## src/rtl/exc_commit_ctrl.sv

```systemverilog
// exc_commit_ctrl
//   Sequences exception, interrupt and ERET commit between the M stage and
//   CP0. One event is captured per sequence, committed to CP0 with a single
//   cycle strobe, followed by a fixed-length pipeline flush and a PC
//   redirect that is held until fetch accepts it.
//
//   Sequence: IDLE -> COMMIT (1 cycle) -> FLUSH (FLUSH_CYCLES cycles)
//             -> REDIRECT (until redirect_ready) -> IDLE
//
//   Parameters:
//     EXC_VECTOR    exception / interrupt entry PC
//     FLUSH_CYCLES  cycles spent in FLUSH (1..15); flush is high for
//                   FLUSH_CYCLES+1 cycles counting COMMIT
//
//   Ports:
//     clk, reset                  clock, synchronous active-high reset
//     m_valid .. m_is_mtc0        M-stage instruction information
//     status, cause, epc          CP0 state used for event selection / ERET
//     redirect_ready              fetch accepts the redirect
//     cmt_*                       commit record to CP0 (strobe = cmt_valid)
//     flush, stall                pipeline kill / freeze
//     redirect_valid/pc           PC redirect to fetch
//     busy                        sequence in progress (not IDLE)
//
//   Optional build macro EXC_CTRL_PERF_EN adds perf_exc_cnt, perf_int_cnt
//   and perf_eret_cnt: wrapping 32-bit counts of committed events by type.
module exc_commit_ctrl #(
  parameter logic [31:0] EXC_VECTOR   = 32'hBFC00380,
  parameter int          FLUSH_CYCLES = 2
) (
  input  logic        clk,
  input  logic        reset,
  input  logic        m_valid,
  input  logic [31:0] m_pc,
  input  logic        m_is_exc,
  input  logic [4:0]  m_exc_code,
  input  logic [31:0] m_badvaddr,
  input  logic        m_is_in_ds,
  input  logic        m_is_eret,
  input  logic        m_is_mtc0,
  input  logic [31:0] status,
  input  logic [31:0] cause,
  input  logic [31:0] epc,
  input  logic        redirect_ready,
  output logic        cmt_valid,
  output logic [31:0] cmt_pc,
  output logic [4:0]  cmt_exc_code,
  output logic [31:0] cmt_badvaddr,
  output logic        cmt_bd,
  output logic        cmt_is_eret,
  output logic        flush,
  output logic        stall,
  output logic        redirect_valid,
  output logic [31:0] redirect_pc,
  output logic        busy
`ifdef EXC_CTRL_PERF_EN
  ,
  output logic [31:0] perf_exc_cnt,
  output logic [31:0] perf_int_cnt,
  output logic [31:0] perf_eret_cnt
`endif
);

  typedef enum logic [1:0] {IDLE, COMMIT, FLUSH, REDIRECT} state_t;

  localparam logic [3:0] CNT_INIT = 4'(FLUSH_CYCLES - 1);

  state_t      state_reg;
  logic [3:0]  cnt_reg;
  logic [31:0] target_reg;

  logic int_pending;
  logic take_exc;
  logic take_eret;
  logic take_int;
  logic capture;

  assign int_pending = status[0] & ~status[1] & (|(cause[15:8] & status[15:8]));

  // Priority: exception > ERET > interrupt. Interrupts wait out an MTC0 so
  // that a Status/Cause write has settled before it can be taken.
  assign take_exc  = m_valid & m_is_exc;
  assign take_eret = m_valid & ~m_is_exc & m_is_eret;
  assign take_int  = m_valid & ~m_is_exc & ~m_is_eret & int_pending & ~m_is_mtc0;
  assign capture   = (state_reg == IDLE) & (take_exc | take_eret | take_int);

  // Only the IE/EXL/IM fields of Status and the IP field of Cause matter.
  logic unused_bits;
  assign unused_bits = ^{status[31:16], status[7:2], cause[31:16], cause[7:0]};

  always_ff @(posedge clk) begin
    if (reset) begin
      state_reg      <= IDLE;
      cnt_reg        <= 4'd0;
      target_reg     <= 32'd0;
      cmt_valid      <= 1'b0;
      cmt_pc         <= 32'd0;
      cmt_exc_code   <= 5'd0;
      cmt_badvaddr   <= 32'd0;
      cmt_bd         <= 1'b0;
      cmt_is_eret    <= 1'b0;
      flush          <= 1'b0;
      stall          <= 1'b0;
      redirect_valid <= 1'b0;
      redirect_pc    <= 32'd0;
      busy           <= 1'b0;
    end else begin
      case (state_reg)
        IDLE: begin
          if (capture) begin
            state_reg   <= COMMIT;
            cmt_valid   <= 1'b1;
            flush       <= 1'b1;
            stall       <= 1'b1;
            busy        <= 1'b1;
            cmt_is_eret <= take_eret;
            // An interrupted delay-slot instruction restarts at its branch.
            cmt_pc      <= (take_int & m_is_in_ds) ? (m_pc - 32'd4) : m_pc;
            target_reg  <= take_eret ? epc : EXC_VECTOR;
            if (take_exc) begin
              cmt_exc_code <= m_exc_code;
              cmt_badvaddr <= m_badvaddr;
              cmt_bd       <= m_is_in_ds;
            end
            if (take_int) begin
              cmt_exc_code <= 5'd0;
              cmt_bd       <= m_is_in_ds;
            end
          end
        end
        COMMIT: begin
          cmt_valid <= 1'b0;
          cnt_reg   <= CNT_INIT;
          state_reg <= FLUSH;
        end
        FLUSH: begin
          if (cnt_reg == 4'd0) begin
            state_reg      <= REDIRECT;
            flush          <= 1'b0;
            redirect_valid <= 1'b1;
            redirect_pc    <= target_reg;
          end else begin
            cnt_reg <= cnt_reg - 4'd1;
          end
        end
        REDIRECT: begin
          if (redirect_ready) begin
            state_reg      <= IDLE;
            redirect_valid <= 1'b0;
            stall          <= 1'b0;
            busy           <= 1'b0;
          end
        end
        default: state_reg <= IDLE;
      endcase
    end
  end

`ifdef EXC_CTRL_PERF_EN
  // Event type of the captured commit: 0 = exception, 1 = interrupt, 2 = ERET.
  logic [1:0] kind_reg;

  always_ff @(posedge clk) begin
    if (reset) begin
      kind_reg      <= 2'd0;
      perf_exc_cnt  <= 32'd0;
      perf_int_cnt  <= 32'd0;
      perf_eret_cnt <= 32'd0;
    end else begin
      if (capture) begin
        kind_reg <= take_exc ? 2'd0 : (take_int ? 2'd1 : 2'd2);
      end
      if (cmt_valid) begin
        case (kind_reg)
          2'd0:    perf_exc_cnt  <= perf_exc_cnt + 32'd1;
          2'd1:    perf_int_cnt  <= perf_int_cnt + 32'd1;
          default: perf_eret_cnt <= perf_eret_cnt + 32'd1;
        endcase
      end
    end
  end
`endif

endmodule
```

## config.mk

```make
export PLATFORM = sky130hd
export DESIGN_NAME = exc_commit_ctrl
export DESIGN_NICKNAME = d
export VERILOG_FILES = /design/src/rtl/exc_commit_ctrl.sv
export SDC_FILE = /design/constraint.sdc
export NUM_CORES = 1
export LEC_CHECK = 0
export CAP_MARGIN = 15
export CORE_MARGIN = 2
export CORE_UTILIZATION = 41
export DETAILED_ROUTE_END_ITERATION = 7
export HOLD_SLACK_MARGIN = 0.03
export MAX_ROUTING_LAYER = met4
export PLACE_DENSITY = 0.89
export SETUP_SLACK_MARGIN = 0.1
export SLEW_MARGIN = 15
export SYNTH_ARGS = -nofsm -noshare
export SYNTH_HDL_FRONTEND = slang
export SYNTH_SLANG_ARGS = --single-unit
```

## constraint.sdc

```tcl
create_clock -name clk -period 3.6 [get_ports clk]
set_input_delay 0.72 -clock clk [delete_from_list [all_inputs] [get_ports clk]]
set_output_delay 0.72 -clock clk [all_outputs]
set_load 0.005 [all_outputs]
```

* Word level (Yosys, flattened, before mapping)
Index checks and enable logic that the tools add are counted.
W data, S select, Z words.
** Operators by class
- Multiplexer cells :: 20
- Bitwise logic cells :: 17
- Add/subtract/negate cells :: 2
- Reductions and logical operators :: 19
- Equality and inequality tests :: 7
** Operators by type and width (number)
- $mux W32 :: 2
- $sub A32 B3 Y32 const B :: 1
- $reduce_and A3 Y1 :: 6
- $reduce_bool A2 Y1 :: 6
- $and A1 B1 Y1 :: 10
- $mux W5 :: 2
- $and A8 B8 Y8 :: 1
- $ne A2 B2 Y1 const B :: 4
- $pmux W1 S2 :: 4
- $pmux W2 S4 :: 1
- $pmux W4 S2 :: 1
- $reduce_and A2 Y1 :: 4
- $reduce_or A8 Y1 :: 1
- $mux W1 :: 6
- $mux W2 :: 3
- $eq A2 B2 Y1 const B :: 2
- $logic_not A4 Y1 :: 1
- $mux W4 :: 1
- $not A1 Y1 :: 4
- $sub A4 B1 Y4 const B :: 1
- $eq A2 B1 Y1 const B :: 1
- $logic_not A2 Y1 :: 1
- $or A1 B1 Y1 :: 2
** Word-level totals
- Input bits :: 173
- Register bits :: 145
- Output and inout bits :: 108
- Logic and storage cells :: 78

* Logic depth before layout (Yosys ltp)
- Depth in word-level cells :: 9
- Depth in mapped cells :: 10
- Mapped depth without buffers :: 7

* Least setup slack after synthesis
Ideal clock, no wire load.
- Kind :: in2reg
- Start point :: input m_pc[2]
- End point :: register cmt_pc[26]
- Slack :: 0.865 ns
- Stages on the path :: 8
- Required time :: 3.509 ns
- Data arrival time :: 2.644 ns
- Setup time :: 0.091 ns
- Path buffers :: 1
- Cell sequence :: inv_1 -> ha_1 -> nor3b_1 -> nand3_1 -> or4_1 -> clkbuf_1 -> or4_1 -> a311oi_1
** On the way
- Cells in the longest elaborated chain, start to end :: 2
** Ends and longest elaborated chain
- from (decl) :: RTL line 34 : input logic [31:0] m_pc,
- $sub A32 B3 Y32 :: RTL line 118 : cmt_pc <= (take_int & m_is_in_ds) ? (m_pc - 32'd4) : m_pc;
- $mux W32 :: RTL line 118
- to (signal assigned) :: RTL line 118
- to (decl) :: RTL line 46 : output logic [31:0] cmt_pc,
No other way between the ends.
A chain may end at the register's enable or synchronous reset.

* Worst setup path in the final report
Same ends and word-level chain as after synthesis.

==> out/qor.tcl <==
set qor(pwr-share-comb) 0.253
set qor(grt_max_degree) 95
set qor(antenna_found_initial) 0
set qor(initial_utilization) 0.4229
set qor(globalRouteOverflowTotal) 0
set qor(postCtsResizedCells) 0
set qor(clk_pin_slew_worst_paths_ps) 60
set qor(worst_ep_required_time_ps) 3920
set qor(insertion_delay_ps) 420
set qor(yosys_warnings) 0
set qor(drt_first_iter_violations) 289
set qor(via_count_of_the_first_global_routing_pass) 5422
set qor(hold_path_depth) 2
set qor(routed_wl_mm) 16.94
set qor(std_cell_rows) 43
set qor(ir_worst_vdd_mv) 0.3248
set qor(min-delay-start) {target_reg[4]}
set qor(ys_dominant_reg_cell) {sky130_fd_sc_hd__dfxtp_1}
set qor(reg2reg_setup_slack_ps) 1310
set qor(cts-root-buf) {sky130_fd_sc_hd__clkbuf_16}
set qor(worstSetupEndpointType) {register}
set qor(cts_post_setup_buffers_inserted) 0
set qor(max_freq_mhz) 329.2
set qor(count_of_placed_standard_cells_in_the_final_layout_fillers_left_out) 1113
set qor(final_max_slew_viols) 0
set qor(yosysTopAreaCellShare) 0.4907
set qor(static-leakage-power_nw) 3.076
set qor(num_antenna_cells) 0
set qor(run_status) {complete, no violations}
set qor(most_instantiated_library_cell_after_synthesis) {sky130_fd_sc_hd__dfxtp_1}
set qor(routed_wire_length_per_instance_microns) 15.22
set qor(distinct_cell_type_count_of_the_synthesized_netlist) 47
set qor(finalNetCount) 1100
set qor(finalWorstPathRequiredPeriod_ps) 3038
set qor(synth_async_sr_flop_share) 0
set qor(io_buffers) 234
set qor(post_detailed_route_via_to_cell_ratio) 5.219
set qor(dpl.cell_count) 1081
set qor(critical_path.max_fanout) 7
set qor(syn_to_final_growth_pct) 51.65
set qor(switching_share) 0.2857
set qor(synth_seq_area_share) 0.4907
set qor(worst_hold_path.endpoint) {redirect_pc[4]}
set qor(p_total_mw) 4.872
set qor(cts-htree-levels) 4
set qor(timing_worst_setup_path_type) {in -> reg}
set qor(worstHoldPathType) {reg -> reg}
set qor(postSynthCellCount) 706
set qor(fp.dieH_microns) 124.1
set qor(synth.area.top_cells) {sky130_fd_sc_hd__dfxtp_1 (49%), sky130_fd_sc_hd__nand2_1 (9.0%), sky130_fd_sc_hd__a21oi_1 (7.0%), sky130_fd_sc_hd__nor2_1 (4.3%), sky130_fd_sc_hd__clkbuf_1 (3.2%)}
set qor(detailed_place_hpwl_mm) 11.81
set qor(drive_above_1_share) 0.07610
set qor(p_sw_mw) 1.392
set qor(top_cell_type_by_total_area_after_synthesis) {sky130_fd_sc_hd__dfxtp_1}
set qor(numCtsBuffers) 17
set qor(gp_congestion) 0.8690
set qor(placement.setup.worst_slack_ps) 230.1
set qor(slew_at_the_pin_closest_to_its_max_slew_limit_ps) 993.3
set qor(drtPass1Iterations) 4
set qor(finalSetupViolations) 0
set qor(critPathArrivalTime_ps) 3360
set qor(final.period_utilization) 0.8439
set qor(hold_viol_final) 0
set qor(grt_setup_unrepaired) {false}
set qor(crit-reg2reg-capture) {cmt_pc[17]}
set qor(timing.setup.tns_ps) 0
set qor(synth_common_cells) {sky130_fd_sc_hd__dfxtp_1 (145), sky130_fd_sc_hd__nand2_1 (142), sky130_fd_sc_hd__a21oi_1 (83)}
set qor(power.clock.fraction) 0.342
set qor(wire_length_of_the_first_global_routing_pass_mm) 26.25
set qor(worstSetupStartpoint) {m_pc[2]}
set qor(maxCapViolCount) 0
set qor(r2r-start) {state_reg[1]}
set qor(synth_nets) 886
set qor(remaining_drc_errors) 0
set qor(die_w_microns) 124.1
set qor(max-clock-path-buffers) 2
set qor(final.setup_skew_ps) 6.450
set qor(synthesis.area_sq_mm) 0.005916
set qor(p_int_mw) 3.480
set qor(count_of_cells_along_the_worst_register_to_register_path) 7
set qor(overall_die_area_sq_mm) 0.01541
set qor(worstSetupStartpointType) {input pin}
set qor(ant_nets) 0
set qor(p_per_area_mw_per_mm2) 543.0
set qor(gr-usage-all-layers) 0.2234
set qor(synth.ff_latch_count) 145
set qor(tritoncts) {done}
set qor(clkSinkCount) 145
set qor(ctsHoldBuffers) 0
set qor(fp.coreArea_sq_mm) 0.01399
set qor(count_of_flip_flops_with_a_built_in_enable_after_synthesis) 0
set qor(num_vias) 5809
set qor(max_slew_margin) 0.3378
set qor(io-pin-count) 281
set qor(p_seq_frac) 0.405
set qor(final.setup.worst_slack_ps) 562.1
set qor(post_synthesis_mean_instance_area_sq_um) 8.379
## power by group through the flow
stage          clock network (mW)  registers (mW)  logic, mW
6_report                     1.67            1.97       1.23
5_1_grt                      1.78            2.00       1.35
4_1_cts                      1.71            1.97       1.25
3_5_place_dp                    0            2.01       1.23
3_3_place_gp                    0            2.00       1.21
2_1_floorplan                   0            2.00      0.558
## layer usage
| metal | global-route usage | vias up | wire length [microns] |
|---|---|---|---|
| met3 | 0.06593 | 25 | 1303 |
| li1 | - | 2915 | - |
| met5 | - | - | 0 |
| met2 | 0.3682 | 196 | 8338 |
| met4 | 0.07865 | 0 | 250 |
| met1 | 0.2594 | 2673 | 7050 |
## kinds of logic after synthesis
family / Yosys count / share of synthesized area
buf+inv: 62 / 0.04040
fa+ha+maj: 7 / 0.01480
compound gates: 182 / 0.1967
flops: 145 / 0.4907
simple gates: 293 / 0.2322
xor+xnor: 17 / 0.02517
## worst max-delay path, cell delays in order
cell and delay (ps):
sky130_fd_sc_hd__clkdlybuf4s50_1 440, sky130_fd_sc_hd__inv_1 110, sky130_fd_sc_hd__ha_1 260, sky130_fd_sc_hd__nor3b_1 400, sky130_fd_sc_hd__nand3_1 150, sky130_fd_sc_hd__or4_1 550, sky130_fd_sc_hd__or4_1 450, sky130_fd_sc_hd__a311oi_1 270
## worst max path at each step
stage / to
final: cmt_pc[26]
after global routing: cmt_pc[26]
after CTS: cmt_pc[26]
after detailed placement: cmt_pc[26]
after global placement: cmt_pc[26]
after floorplan: cmt_pc[26]
## through the flow
| step | hold WS, ps | instance area (sq um) | utilization |
|---|---|---|---|
| finish | 447.3 | 8971 | 0.6413 |
| floorplan | 431.5 | 5916 | - |
| global placement | 436.2 | 8407 | 0.6010 |
| CTS | 453.4 | 8971 | 0.6413 |
| detailed placement | 445.2 | 8407 | 0.6010 |
| global route | 467.8 | 8971 | 0.6413 |
## layout by cell type (no fill, tap or decap), types with 5 or more instances in the layout
| master | count |
|---|---|
| sky130_fd_sc_hd__or2_2 | 5 |
| sky130_fd_sc_hd__xnor2_1 | 10 |
| sky130_fd_sc_hd__nor4_1 | 6 |
| sky130_fd_sc_hd__nand4_1 | 14 |
| sky130_fd_sc_hd__a211oi_1 | 19 |
| sky130_fd_sc_hd__a21oi_1 | 83 |
| sky130_fd_sc_hd__nor2_1 | 66 |
| sky130_fd_sc_hd__clkdlybuf4s50_1 | 233 |
| sky130_fd_sc_hd__a311oi_1 | 11 |
| sky130_fd_sc_hd__o21ai_0 | 20 |
| sky130_fd_sc_hd__clkbuf_16 | 17 |
| sky130_fd_sc_hd__nor3_1 | 9 |
| sky130_fd_sc_hd__dfxtp_1 | 145 |
| sky130_fd_sc_hd__ha_1 | 7 |
| sky130_fd_sc_hd__o221a_2 | 11 |
| sky130_fd_sc_hd__a22oi_1 | 24 |
| sky130_fd_sc_hd__buf_4 | 14 |
| sky130_fd_sc_hd__inv_1 | 9 |
| sky130_fd_sc_hd__o31ai_1 | 6 |
| sky130_fd_sc_hd__nand3_1 | 5 |
| sky130_fd_sc_hd__or4_1 | 7 |
| sky130_fd_sc_hd__xor2_1 | 7 |
| sky130_fd_sc_hd__or3_1 | 10 |
| sky130_fd_sc_hd__nand2_1 | 142 |
## final cells by class
cell class | instances | area (sq um)
clock buffer | 20 | 456.7
clock inverter | 12 | 107.6
fill | 1166 | 5017
inverter | 9 | 33.78
multi-input combinational | 499 | 2788
sequential | 145 | 2903
tap | 180 | 225.2
timing repair buffer | 248 | 2457
(Power assumes the default switching activity.)
